--- src/rtl/ast_systolic_drain_v.sv ---
// Result reader for the 4x4 systolic MAC array: snapshots all 16 accumulators on
// capture, then streams them out one word per valid/ready beat, tagged with row/col/last.
module ast_systolic_drain_v #(
  parameter int DATAWIDTH = 16,
  parameter int ORDER     = 0
) (
  input  logic                 clk,
  input  logic                 reset,
  input  logic                 capture,
  input  logic [DATAWIDTH-1:0] din_0_0,
  input  logic [DATAWIDTH-1:0] din_0_1,
  input  logic [DATAWIDTH-1:0] din_0_2,
  input  logic [DATAWIDTH-1:0] din_0_3,
  input  logic [DATAWIDTH-1:0] din_1_0,
  input  logic [DATAWIDTH-1:0] din_1_1,
  input  logic [DATAWIDTH-1:0] din_1_2,
  input  logic [DATAWIDTH-1:0] din_1_3,
  input  logic [DATAWIDTH-1:0] din_2_0,
  input  logic [DATAWIDTH-1:0] din_2_1,
  input  logic [DATAWIDTH-1:0] din_2_2,
  input  logic [DATAWIDTH-1:0] din_2_3,
  input  logic [DATAWIDTH-1:0] din_3_0,
  input  logic [DATAWIDTH-1:0] din_3_1,
  input  logic [DATAWIDTH-1:0] din_3_2,
  input  logic [DATAWIDTH-1:0] din_3_3,
  output logic [DATAWIDTH-1:0] out_data,
  output logic [1:0]           out_row,
  output logic [1:0]           out_col,
  output logic                 out_last,
  output logic                 out_valid,
  input  logic                 out_ready,
  output logic                 busy,
  output logic                 done,
  output logic                 overrun
);

  typedef enum logic [1:0] {IDLE, STREAM, DONE} state_t;

  state_t               state;
  logic [3:0]           index;
  logic [3:0]           next_index;
  logic [DATAWIDTH-1:0] snap    [16];
  logic [DATAWIDTH-1:0] din_arr [16];

  // Snapshot is always stored row-major (slot = 4*row + col).
  assign din_arr[0]  = din_0_0;
  assign din_arr[1]  = din_0_1;
  assign din_arr[2]  = din_0_2;
  assign din_arr[3]  = din_0_3;
  assign din_arr[4]  = din_1_0;
  assign din_arr[5]  = din_1_1;
  assign din_arr[6]  = din_1_2;
  assign din_arr[7]  = din_1_3;
  assign din_arr[8]  = din_2_0;
  assign din_arr[9]  = din_2_1;
  assign din_arr[10] = din_2_2;
  assign din_arr[11] = din_2_3;
  assign din_arr[12] = din_3_0;
  assign din_arr[13] = din_3_1;
  assign din_arr[14] = din_3_2;
  assign din_arr[15] = din_3_3;

  assign next_index = index + 4'd1;

  function automatic logic [1:0] idx_row(input logic [3:0] idx);
    return (ORDER != 0) ? idx[1:0] : idx[3:2];
  endfunction

  function automatic logic [1:0] idx_col(input logic [3:0] idx);
    return (ORDER != 0) ? idx[3:2] : idx[1:0];
  endfunction

  function automatic logic [3:0] idx_slot(input logic [3:0] idx);
    return {idx_row(idx), idx_col(idx)};
  endfunction

  // The first beat is loaded straight from din at the capture edge so out_valid rises one cycle later.
  always_ff @(posedge clk or negedge reset) begin
    if (!reset) begin
      state     <= IDLE;
      index     <= '0;
      out_data  <= '0;
      out_row   <= '0;
      out_col   <= '0;
      out_last  <= 1'b0;
      out_valid <= 1'b0;
      busy      <= 1'b0;
      done      <= 1'b0;
      overrun   <= 1'b0;
      for (int i = 0; i < 16; i++) snap[i] <= '0;
    end else begin
      case (state)
        IDLE: begin
          done <= 1'b0;
          if (capture) begin
            for (int i = 0; i < 16; i++) snap[i] <= din_arr[i];
            index     <= '0;
            state     <= STREAM;
            busy      <= 1'b1;
            out_valid <= 1'b1;
            out_data  <= din_arr[idx_slot(4'd0)];
            out_row   <= idx_row(4'd0);
            out_col   <= idx_col(4'd0);
            out_last  <= 1'b0;
          end
        end
        STREAM: begin
          if (capture) overrun <= 1'b1;
          if (out_ready) begin
            if (index == 4'd15) begin
              state     <= DONE;
              out_valid <= 1'b0;
              out_last  <= 1'b0;
              out_data  <= '0;
              out_row   <= '0;
              out_col   <= '0;
              done      <= 1'b1;
            end else begin
              index    <= next_index;
              out_data <= snap[idx_slot(next_index)];
              out_row  <= idx_row(next_index);
              out_col  <= idx_col(next_index);
              out_last <= (next_index == 4'd15);
            end
          end
        end
        DONE: begin
          if (capture) overrun <= 1'b1;
          done  <= 1'b0;
          busy  <= 1'b0;
          index <= '0;
          state <= IDLE;
        end
        default: state <= IDLE;
      endcase
    end
  end

endmodule

--- config.mk ---
export PLATFORM = sky130hd
export DESIGN_NAME = ast_systolic_drain_v
export DESIGN_NICKNAME = d
export VERILOG_FILES = /design/src/rtl/ast_systolic_drain_v.sv
export SDC_FILE = /design/constraint.sdc
export NUM_CORES = 1
export LEC_CHECK = 0
export CAP_MARGIN = 20
export CORE_MARGIN = 10
export CORE_UTILIZATION = 51
export DETAILED_ROUTE_END_ITERATION = 8
export GPL_ROUTABILITY_DRIVEN = 0
export PLACE_DENSITY = 0.8
export REMOVE_ABC_BUFFERS = 1
export SETUP_SLACK_MARGIN = 0.15
export SKIP_CTS_REPAIR_TIMING = 1
export SLEW_MARGIN = 20
export SYNTH_ARGS = -nofsm -noshare
export SYNTH_HDL_FRONTEND = slang
export SYNTH_SLANG_ARGS = --single-unit
--- constraint.sdc ---
create_clock -name clk -period 3.9 [get_ports clk]
set_input_delay 1.17 -clock clk [delete_from_list [all_inputs] [get_ports clk]]
set_output_delay 1.17 -clock clk [all_outputs]
set_load 0.02 [all_outputs]
After elaboration in Yosys (flattened, before gate mapping)
Cells that the tools add are included.
{"block": "totals", "register_bits": 287, "input_bits": 260, "out_inout_bits": 25, "elab_cells": 86}
{"block": "op_classes", "n_addsub": 1, "order_cmp": 1, "n_eq_ne": 8, "mux": 34, "n_bitwise": 1, "reduce_logical": 15}
{"operator": "two-way mux 16 bit", "n": 5}
{"operator": "binary-select mux 16 bit (select 4 bit)", "n": 1}
{"operator": "case mux 16 bit (2 select lines)", "n": 1}
{"operator": "two-way mux 2 bit", "n": 8}
{"operator": "two-way mux 4 bit", "n": 3}
{"operator": "case mux 2 bit (2 select lines)", "n": 3}
{"operator": "case mux 4 bit (3 select lines)", "n": 1}
{"operator": "AND reduction 3 bit", "n": 3}
{"operator": "equality test 4 bit (second input constant)", "n": 2}
{"operator": "two-way mux 1 bit", "n": 8}
{"operator": "!= test 2 bit (second input constant)", "n": 4}
{"operator": "case mux 1 bit (2 select lines)", "n": 4}
{"operator": "AND reduction 4 bit", "n": 2}
{"operator": "AND reduction 2 bit", "n": 3}
{"operator": "nonzero test 2 bit", "n": 3}
{"operator": "greater-or-equal comparator 5 bit (second input constant)", "n": 1}
{"operator": "NOT 4 -> 5 bit", "n": 1}
{"operator": "adder 4 x 1 -> 4 bit (second input constant)", "n": 1}
{"operator": "OR reduction 2 bit", "n": 2}
{"operator": "nonzero test 3 bit", "n": 1}
{"operator": "equality test 2 x 1 -> 1 bit (second input constant)", "n": 1}
{"operator": "equality test 2 bit (second input constant)", "n": 1}
{"operator": "logical NOT 2 bit", "n": 1}

Longest topological paths before layout
Gate-level depths: netlist of the first run.
{"block": "depth", "word_depth": 8, "depth_mapped": 12, "ltp_nobuf": 6}

Worst setup path after synthesis of the first run
OpenSTA, ideal clock, no wires.
{"block": "synth_path", "path_kind": "register to register", "start": "register index[0]", "end": "register out_data[2]", "setup_ps": 138, "arrival_time_ps": 2608, "t_required_ps": 3762, "path_slack_ps": 1154, "path_stages_with_launch": 12, "n_path_buf": 5, "period_less_slack_ps": 2746, "cell_sequence": "dfrtp_1 > buf_6 > buf_4 > inv_1 > buf_2 > ha_1 > buf_2 > clkbuf_1 > mux4_2 > mux2_2 > nand3_1 > o211ai_1"}
{"block": "synth_between", "elab_chain_len": 8, "word_cells_on_any_way": 9, "cone_classes": "1 x add/sub; 1 x eq/ne; 6 x mux; 1 x bitwise"}
{"item": "start, declared", "line": "40", "source": "logic [3:0] index;"}
{"item": "start signal, assigned", "line": "119", "source": "index <= next_index;"}
{"item": "adder 4 x 1 -> 4 bit", "line": "63", "source": "assign next_index = index + 4'd1;"}
{"item": "NOT 4 -> 5 bit (implied by the code)", "line": "120", "source": "out_data <= snap[idx_slot(next_index)];"}
{"item": "binary-select mux 16 bit (select 4 bit)", "line": "120"}
{"item": "two-way mux 16 bit (implied by the code) (2 in a row)", "line": "120"}
{"item": "two-way mux 16 bit *", "line": "110", "source": "if (index == 4'd15) begin"}
{"item": "two-way mux 16 bit *", "line": "109", "source": "if (out_ready) begin"}
{"item": "case mux 16 bit (2 select lines) *", "line": "92", "source": "case (state)"}
{"item": "end signal, assigned", "line": "101", "source": "out_data <= din_arr[idx_slot(4'd0)];"}
{"item": "end signal, assigned", "line": "120"}
{"item": "end, declared", "line": "26", "source": "output logic [DATAWIDTH-1:0] out_data,"}
Mark *: on every way between the ends. The rest lies on a longest branch, timed or not. The select of a mux whose other input is x is not followed.
A chain may end at the register's enable or synchronous reset.

Final worst setup path of the first run
{"block": "layout_path", "start": "input capture", "end": "register out_data[5]"}
{"block": "layout_between", "elab_chain_len": 2}
{"item": "start, declared", "line": "9", "source": "input logic capture,"}
{"item": "!= test 2 bit (no source line)"}
{"item": "AND reduction 3 bit (no source line)"}
No other way between the ends.

==> impl_results.md, run 1 <==
* # rows at 58
* PortBufs at 284
* Non-filler cells, final at 1,493
* Fmax at 329.4 MHz
* Layout cells sized above 1 at 15.40%
* DRC at 0
* Synth top area cells: dfrtp_1 54%, mux2_1 20%, mux4_2 9.9%
* WL final at 33.42 mm
* Most common cell in the synthesized netlist: dfrtp_1
* Clock Skew at 0.009767 ns
* Post-layout total power at 13,490 uW
* Worst EP arrival at 3.49 ns
* Commonest cells in the netlist: 287 x dfrtp_1, 230 x mux2_1, 58 x mux4_2
* Initial core utilization at 52.11%
* Fillers at 1,790
* Cell area after placement at 16,470 sq um
* Critical path's largest stage delay at 0.64 ns
* Top-area cell type share of the netlist area at 54.42%
* Unrepaired setup endpoints after global routing: false
* I/O Pins at 285
* Max FO, Critical Path at 13
* Vias at 8,354
* Final #Nets at 1,408
* Final core occ at 68.73%
* Max-slew violation count at 0
* HP Class: flip-flop to flip-flop
* Req. time, crit path at 4.35 ns
* Synth Flop Type: dfrtp_1
* Hpwl dp at 24.50 mm
* Final hold violations at 0
* PwrDens at 774.9 nW/um^2
* Pin count of the biggest net entering global routing at 88
* DR pass1 iterations at 5
* Core area at 25,330 sq um
* FF/Latch Area at 7186 sq um
* Global-route wire length before repair at 53.15 mm
* CTS Buf Count at 30
* EDFF count, synth at 0
* DP Cell Count at 1,440
* Leading area contributor after synthesis: dfrtp_1
* Fin crit period at 3.036 ns
* Ys async rst share at 100.0%
* Total GRT Usage at 20.17%
* Syn Inst Count at 860
* Startpoint Class: input port
* Critical Path End Type: flip-flop
* Max cap viols at 0
* GRT overflow at 0
* Crit Path Category: input port to flip-flop
* Rel. slew slack at 28.38%
* CP Cell Sequence: clkdlybuf4s50_1 -> nor2b_1 -> buf_4 -> nor4_4 -> nand2b_1 -> o211ai_1
* Initial antenna violation count at 2
* Syn avg cell area at 15.35 sq um
* Leak pwr at 0.007150 uW
* Die width at 180.9 um
* Die footprint at 32,710 sq um
* Post-synthesis cell area at 13,200 sq um
* Slew @ Worst Pin at 1.070 ns
* Area of the multi-input gates at 5719 sq um
* Vias per Instance at 5.595
* Max VDD drop at 519.2 uV
* TritonCTS clock tree: yes
* Vias in the first global route at 9,352
* Post-route cell area at 17,410 sq um
* Status: finished, final reports clean
* Unique masters post-synth at 41
* Period utilisation layout at 77.85%
* DR iter-0 viols at 501
* Root Buffer: clkbuf_16
* Clk sinks at 287
* Seq cells post-synth at 287
* H-tree depth at 1
* Clock Pin Slew Worst Setup and Hold Paths at 0.06 ns
* Register area share after synthesis at 54.42%
* Final ANT Viol Nets at 0
* Clk_lat worst skew at 0.54 ns
* DR WL/cell at 22.38 um
* Die H at 180.9 um
* CTS Buffer Depth at 3
* Critical path's slowest cell: nor4_4
* Final setup violation count at 0
* P&R area growth vs syn at 31.90%
* YS warnings at 0
-- critical path, delay by kind of cell --
kind	cells	cell delay, ns
and+or+nand+nor	3	1.24
buffers and inverters	2	0.77
AOI/OAI and AO/OA	1	0.31
-- layer usage --
metal	part of all wire, %	wire, um	up-vias	track usage [%]
li1	-	-	3778	-
met1	41	13730	4257	25.80
met2	49	16330	275	33.03
met3	8.3	2762	42	6.374
met4	1.8	589	2	4.265
met5	0.036	12	-	0
-- layout make-up --
class / count / share of cell area, %
multi-input cells: 505 / 32.85
clock buffers: 47 / 5.089
clock inverters: 5 / 0.2875
flip-flops and latches: 287 / 41.28
repair buffers: 311 / 17.95
well taps: 330 / 2.372
inverters: 7 / 0.1509
diodes: 1 / 0.01438
-- sequential cells by signal, summed over array words and instances (netlist names) --
signal,flops
out_last,1
out_data,16
out_col,2
busy,1
done,1
snap,256
out_valid,1
out_row,2
overrun,1
state,2
index,4
-- power breakdown --
| group | switching [uW] | internal (uW) | total, uW |
|---|---|---|---|
| registers | 784 | 4470 | 5260 |
| logic | 2420 | 3080 | 5500 |
| clock network | 1120 | 1610 | 2730 |
| total | 4330 | 9160 | 13500 |
-- path summary, 6_finish.rpt --
check	startpoint	end	slack, ns	depth (start not counted)
setup reg to reg	state[1]	out_data[5]	0.97	6
min in group asynchronous	reset	snap[175]	0.63	1
hold reg to reg	overrun	overrun	0.46	1
hold / removal	overrun	overrun	0.46	1
max in group asynchronous	reset	snap[102]	2.31	2
setup / recovery	capture	out_data[5]	0.86	6
-- cells in the final DEF (no fill, tap or decap), types with 12 or more instances in the layout --
master           instances
buf_4                   21
clkbuf_16               31
clkdlybuf4s50_1        283
dfrtp_1                286
mux2_1                 230
mux2_2                  43
mux2i_1                 40
mux4_2                  58
nand3_1                 24
nor2b_1                 19
o2111ai_1               12
o211ai_1                17
-- per-stage QoR --
stage               hold slack, ns  TNS (ns)  setup WS, ns
finish                      0.4551         0        0.8639
global route                0.4841         0        0.6933
CTS                         0.4585         0        0.8657
detailed placement          0.4471         0        0.2907
global placement            0.4430         0        0.4114
floorplan                   0.4592   -960.71        -3.756
-- cells by family after synthesis --
family | count (synthesis) | share of synthesized area [%]
buffers and inverters | 68 | 2.664
xor gates and xnor gates | 3 | 0.2560
and+or+nand+nor | 70 | 2.873
AOI/OAI and AO/OA | 55 | 2.996
DFF | 287 | 54.42
adders and majority gates | 6 | 0.5688
muxes | 371 | 36.22
Note: power is estimated with default switching activity, not from simulation.
==> inputs of run 2 (changes only) <==
CORE_UTILIZATION = 46   (was 51)
PLACE_DENSITY = 0.76   (was 0.8)
clock period = 2.7 ns   (was 3.9 ns; I/O delays follow)
==> run 2 against run 1 <==
Against the previous run: via count about the same; first-iteration DRC count down 18%; utilization down 5.2 points; register-to-register slack worse by 0.72 ns; largest power group unchanged; highest routed layer unchanged.
==> impl_results.md, run 2 (synthesis gave the netlist of run 1 again) <==
* DR WL/cell at 21.90 um (was 22.38 um)
* Vias per Instance at 5.363 (was 5.595)
* Clock power frac at 21.2% (was 20.2%)
* Crit. Startpoint: index[1] (was capture)
* DP Cell Count at 1,500 (was 1,440)
* Worst EP arrival at 2.85 ns (was 3.49 ns)
* Clk sinks at 287 (unchanged)
* R2R Path Start: index[1] (was state[1])
* I/O Pins at 285 (unchanged)
* Top reg by flops: snap (unchanged)
* Fillers at 2,095 (was 1,790)
* Startpoint Class: flip-flop (was input port)
* GRT overflow at 0 (unchanged)
* Total GRT Usage at 18.92% (was 20.17%)
* Unrepaired setup endpoints after global routing: false (unchanged)
* Die width at 189.4 um (was 180.9 um)
* DRC at 0 (unchanged)
* P&R area growth vs syn at 34.75% (was 31.90%)
* Switching share of power at 31.46% (was 32.09%)
* WL final at 34.12 mm (was 33.42 mm)
* Hold WS at 0.1883 ns (was 0.4551 ns)
* Vias at 8,355 (was 8,354)
* Period utilisation layout at 90.64%
* Most frequent cells in the layout: 286 x dfrtp_1, 283 x clkdlybuf4s50_1, 230 x mux2_1 (unchanged)
* Max VDD drop at 610.4 uV (was 519.2 uV)
* Cell internal pwr at 13,730 uW (was 9160 uW)
* Pin count of the biggest net entering global routing at 61 (was 88)
* Comb pwr share at 41.1% (was 40.8%)
* Initial antenna violation count at 7 (was 2)
* Clk_lat worst skew at 0.55 ns (was 0.54 ns)
* Critical Path End Type: flip-flop (unchanged)
* Largest register FFs at 256 (unchanged)
* PwrDens at 1126 nW/um^2 (was 774.9 nW/um^2)
* Worst R2R Path Depth at 6 (unchanged)
* Fin crit period at 2.447 ns
* Switching power total at 6300 uW (was 4329 uW)
* CTS Buf Count at 31 (was 30)
* Rel. slew slack at 61.13% (was 28.38%)
* R2r setup slk at 0.25 ns (was 0.97 ns)
* Max cap viols at 0 (unchanged)
* Critical path's largest stage delay at 0.46 ns (was 0.64 ns)
* Final ANT Viol Nets at 0 (unchanged)
* Leak pwr at 0.007302 uW (was 0.007150 uW)
* TNS Setup at 0 ns (unchanged)
* # rows at 61 (was 58)
* Commonest non-fill, non-tap cell in the layout: dfrtp_1 (unchanged)
* Hpwl dp at 24.86 mm (was 24.50 mm)
* CTS Buffer Depth at 3 (unchanged)
* Status: finished, final reports clean (unchanged)
* Req. time, crit path at 3.10 ns (was 4.35 ns)
* Clock Skew at 0.007556 ns (was 0.009767 ns)
* Final setup violation count at 0 (unchanged)
* Initial core utilization at 47.12% (was 52.11%)
* Final hold violations at 0 (unchanged)
* DR pass1 iterations at 4 (was 5)
* PortBufs at 284 (unchanged)
* DR iter-0 viols at 412 (was 501)
* Critical path's slowest cell: dfrtp_1 (was nor4_4)
* Core area at 28,010 sq um (was 25,330 sq um)
* Die H at 189.4 um (was 180.9 um)
* Root Buffer: clkbuf_16 (unchanged)
* Power share of the sequential group at 37.7% (was 39.0%)
* Non-filler cells, final at 1,558 (was 1,493)
* TritonCTS clock tree: yes (unchanged)
* CP Cell Sequence: ha_1 -> xor2_4 -> buf_12 -> mux4_2 -> mux2i_1 -> o211ai_1 (was clkdlybuf4s50_1 -> nor2b_1 -> buf_4 -> nor4_4 -> nand2b_1 -> o211ai_1)
* Post-layout total power at 20,030 uW (was 13,490 uW)
* Max-slew violation count at 0 (unchanged)
* Crit path to: out_data[5] (unchanged)
* Final #Nets at 1,421 (was 1,408)
* Max FO, Critical Path at 17 (was 13)
* Largest regs: snap (256), out_data (16), index (4) (unchanged)
* Crit Path Category: flip-flop to flip-flop (was input port to flip-flop)
* Layout cells sized above 1 at 16.77% (was 15.40%)
* Vias in the first global route at 9,387 (was 9,352)
* Die footprint at 35,860 sq um (was 32,710 sq um)
* H-tree depth at 1 (unchanged)
* Worst r2r dst: out_data[5] (unchanged)
* Slew @ Worst Pin at 0.5830 ns (was 1.070 ns)
* HP Class: input port to async pin (was flip-flop to flip-flop)
* Global-route wire length before repair at 54.03 mm (was 53.15 mm)
* Clock Pin Slew Worst Setup and Hold Paths at 0.06 ns (about the same)
* Fmax at 408.6 MHz
run 2: critical path, delay by kind of cell (launching register included):
family,cells,cell delay [ns]
muxes,2,0.62
DFF,1,0.46
xor gates and xnor gates,1,0.42
adders and majority gates,1,0.41
buffers and inverters,1,0.24
AOI/OAI and AO/OA,1,0.14
run 2: power groups by stage:
stage	clock network (uW)	registers, uW	logic (uW)
after global routing	4550	7810	8950
after floorplan	0	7190	5190
after global placement	0	7520	8190
after CTS	4360	7560	8400
final	4250	7550	8230
after detailed placement	0	7620	8360
run 2: final cells by class:
| cell class | count | area, sq um | share of cell area [%] |
|---|---|---|---|
| flip-flops and latches | 287 | 7186 | 40.41 |
| multi-input cells | 505 | 5709 | 32.10 |
| repair buffers | 323 | 3353 | 18.86 |
| clock buffers | 45 | 908.4 | 5.108 |
| well taps | 378 | 473.0 | 2.660 |
| clock inverters | 8 | 115.1 | 0.6473 |
| inverters | 7 | 26.28 | 0.1478 |
| diodes | 5 | 12.51 | 0.07036 |
run 2: per-layer routing:
layer	part of all wire [%]	up-vias	track usage, %	routed length (um)
li1	-	3804	-	-
met1	43	4248	24.44	14540
met2	48	247	30.74	16350
met3	7.3	52	5.476	2484
met4	2.1	4	4.609	715
met5	0.079	-	0	27
run 2: worst min path at each step:
stage          slack (ns)         to  cells past startpoint
6_report             0.19  snap[192]                      1
5_1_grt              0.20  snap[192]                      1
4_1_cts              0.18  snap[192]                      1
3_5_place_dp         0.48   snap[34]                      1
3_3_place_gp         0.47   snap[36]                      1
2_1_floorplan        0.46  snap[111]                      1
run 2: through the flow:
step / instance area (sq um) / setup slack [ns] / utilization, %
2_1_floorplan: 12870 / -4.596 / -
3_3_place_gp: 16750 / 0.04787 / 59.79
3_5_place_dp: 16750 / -0.04212 / 59.79
4_1_cts: 17770 / 0.2460 / 63.44
5_1_grt: 17780 / 0.1589 / 63.47
6_report: 17780 / 0.2526 / 63.49
==> inputs of run 3 (changes only) <==
PLACE_DENSITY = 0.73   (was 0.76)
==> run 3 against run 2 <==
Against the previous run: register-to-register slack gained 0.05 ns; cell count about the same; flip-flop and latch count did not move; critical path depth down 5; clock power rose by 4%; wire length about the same; largest power group unchanged; non-clock buffer count decreased by 1; sequential share of layout area decreased by 0.099 points; worst setup slack gained 0.034 ns; die area is the same; utilization is 0.16 points higher.
==> impl_results.md, run 3 (synthesis gave the netlist of run 1 again) <==
* Fillers at 2,104 (was 2,095)
* WL final at 34.11 mm (was 34.12 mm)
* Final hold violations at 0 (unchanged)
* Non-filler cells, final at 1,557 (was 1,558)
* DR WL/cell at 21.91 um (was 21.90 um)
* Critical path's largest stage delay at 0.67 ns (was 0.46 ns)
* Hold WS at 0.2061 ns (was 0.1883 ns)
* FF/Latch Area at 7186 sq um (unchanged)
* HP Class: input port to async pin (unchanged)
* Post-route cell area at 17,830 sq um (was 17,780 sq um)
* DRC at 0 (unchanged)
* Critical Path End Type: output pin (was flip-flop)
* Core area at 28,010 sq um (unchanged)
* Post-layout total power at 20,180 uW (was 20,030 uW)
* Clk_lat worst skew at 0.55 ns (about the same)
* Slew @ Worst Pin at 0.5639 ns (was 0.5830 ns)
* Most frequent cells in the layout: 286 x dfrtp_1, 283 x clkdlybuf4s50_1, 230 x mux2_1 (unchanged)
* # rows at 61 (unchanged)
* TritonCTS clock tree: yes (unchanged)
* Crit Path Category: flip-flop to output pin (was flip-flop to flip-flop)
* CP Cell Sequence: clkdlybuf4s50_1 (was ha_1 -> xor2_4 -> buf_12 -> mux4_2 -> mux2i_1 -> o211ai_1)
* Fmax at 414.4 MHz (was 408.6 MHz)
* Clk sinks at 287 (unchanged)
* Clock Pin Slew Worst Setup and Hold Paths at 0.06 ns (about the same)
* Commonest non-fill, non-tap cell in the layout: dfrtp_1 (unchanged)
* H-tree depth at 1 (unchanged)
* Largest register FFs at 256 (unchanged)
* Final #Nets at 1,420 (was 1,421)
* Global-route wire length before repair at 53.61 mm (was 54.03 mm)
* CTS Buf Count at 31 (unchanged)
* Met3 WL post-DR at 2.410 mm (was 2.484 mm)
* Hpwl dp at 25.31 mm (was 24.86 mm)
* Cell area after placement at 16,740 sq um (was 16,750 sq um)
* WL met1 at 14.38 mm (was 14.54 mm)
* Period utilisation layout at 89.39% (was 90.64%)
* I/O Pins at 285 (unchanged)
* Root Buffer: clkbuf_16 (unchanged)
* Area of the multi-input gates at 5709 sq um (unchanged)
* Fin crit period at 2.413 ns (was 2.447 ns)
* DP Cell Count at 1,499 (was 1,500)
* Vias at 8,368 (was 8,355)
* Vias per Instance at 5.374 (was 5.363)
* PortBufs at 284 (unchanged)
* Layout cells sized above 1 at 17.22% (was 16.77%)
* Pin count of the biggest net entering global routing at 62 (was 61)
* Top reg by flops: snap (unchanged)
* N_diodes at 0 (was 5)
* Initial antenna violation count at 1 (was 7)
* Delay-heaviest family, CP: buffers and inverters (was multiplexers)
* Die H at 189.4 um (unchanged)
* Vias in the first global route at 9,380 (was 9,387)
* Final ANT Viol Nets at 0 (unchanged)
* DR iter-0 viols at 540 (was 412)
* Total GRT Usage at 18.71% (was 18.92%)
* GRT overflow at 0 (unchanged)
* CTS Buffer Depth at 3 (unchanged)
* Max cap viols at 0 (unchanged)
* Highest metal used: met5 (unchanged)
* Leak pwr at 0.007329 uW (was 0.007302 uW)
* P&R area growth vs syn at 35.08% (was 34.75%)
* Die footprint at 35,860 sq um (unchanged)
* Worst EP arrival at 1.60 ns (was 2.85 ns)
* Die width at 189.4 um (unchanged)
* Largest regs: snap (256), out_data (16), index (4) (unchanged)
* Initial core utilization at 47.12% (unchanged)
* PwrDens at 1132 nW/um^2 (was 1126 nW/um^2)
* Critical path's slowest cell: clkdlybuf4s50_1 (was dfrtp_1)
* Max FO, Critical Path at 4 (was 17)
* Clock Skew at 0.01648 ns (was 0.007556 ns)
* Max VDD drop at 644.1 uV (was 610.4 uV)
* Final setup violation count at 0 (unchanged)
* DR pass1 iterations at 6 (was 4)
* Rel. slew slack at 62.41% (was 61.13%)
* Metal2 WL at 16.76 mm (was 16.35 mm)
* Req. time, crit path at 1.89 ns (was 3.10 ns)
* Unrepaired setup endpoints after global routing: false (unchanged)
* Startpoint Class: flip-flop (unchanged)
* Max-slew violation count at 0 (unchanged)
* Buf/Inv on CP at 1 (unchanged)
* Status: finished, final reports clean (unchanged)
## run 3: cell count changes in the layout (fill, tap and decap cells not counted), sizes merged
| cell | delta |
|---|---|
| buf | -1 |
| diode | -5 |
| clkinvlp | +2 |
| clkinv | +4 |
| bufinv | +1 |
| inv | +1 |
| clkbuf | -3 |
## run 3: layer usage
metal / GRT usage [%] / vias to the layer above
met5: 0 / -
met4: 3.541 / 2
met3: 5.329 / 39
met2: 31.49 / 266
met1: 23.67 / 4274
li1: - / 3787
## run 3: report_power, final
group	total, uW	switching, uW	internal (uW)	leakage [uW]
Clock	4400	1720	2680	0.000534
Sequential	7590	1130	6460	0.00338
Combinational	8190	3540	4650	0.00342
## run 3: final timing paths
| kind | from | end | slack [ns] | cells past startpoint |
|---|---|---|---|---|
| setup / recovery | out_data[4] | out_data[4] | 0.29 | 1 |
| hold / removal | reset | snap[22] | 0.21 | 1 |
| setup reg to reg | index[0] | out_data[12] | 0.30 | 7 |
| hold reg to reg | overrun | overrun | 0.46 | 1 |
| max in group asynchronous | reset | snap[143] | 1.85 | 2 |
| min in group clk | overrun | overrun | 0.46 | 1 |
## run 3: layout make-up
| class | count | share of cell area (%) |
|---|---|---|
| flip-flops and latches | 287 | 40.31 |
| multi-input cells | 505 | 32.03 |
| repair buffers | 322 | 18.79 |
| clock buffers | 42 | 4.976 |
| well taps | 378 | 2.653 |
| clock inverters | 16 | 1.102 |
| inverters | 7 | 0.1474 |
## run 3: through the flow
step	util, %	TNS [ns]	worst slack (ns)
global route	63.64	0	0.2036
detailed placement	59.76	0	0.07385
CTS	63.63	0	0.2570
floorplan	-	-1200.99	-4.596
global placement	59.76	0	0.1355
finish	63.64	0	0.2866
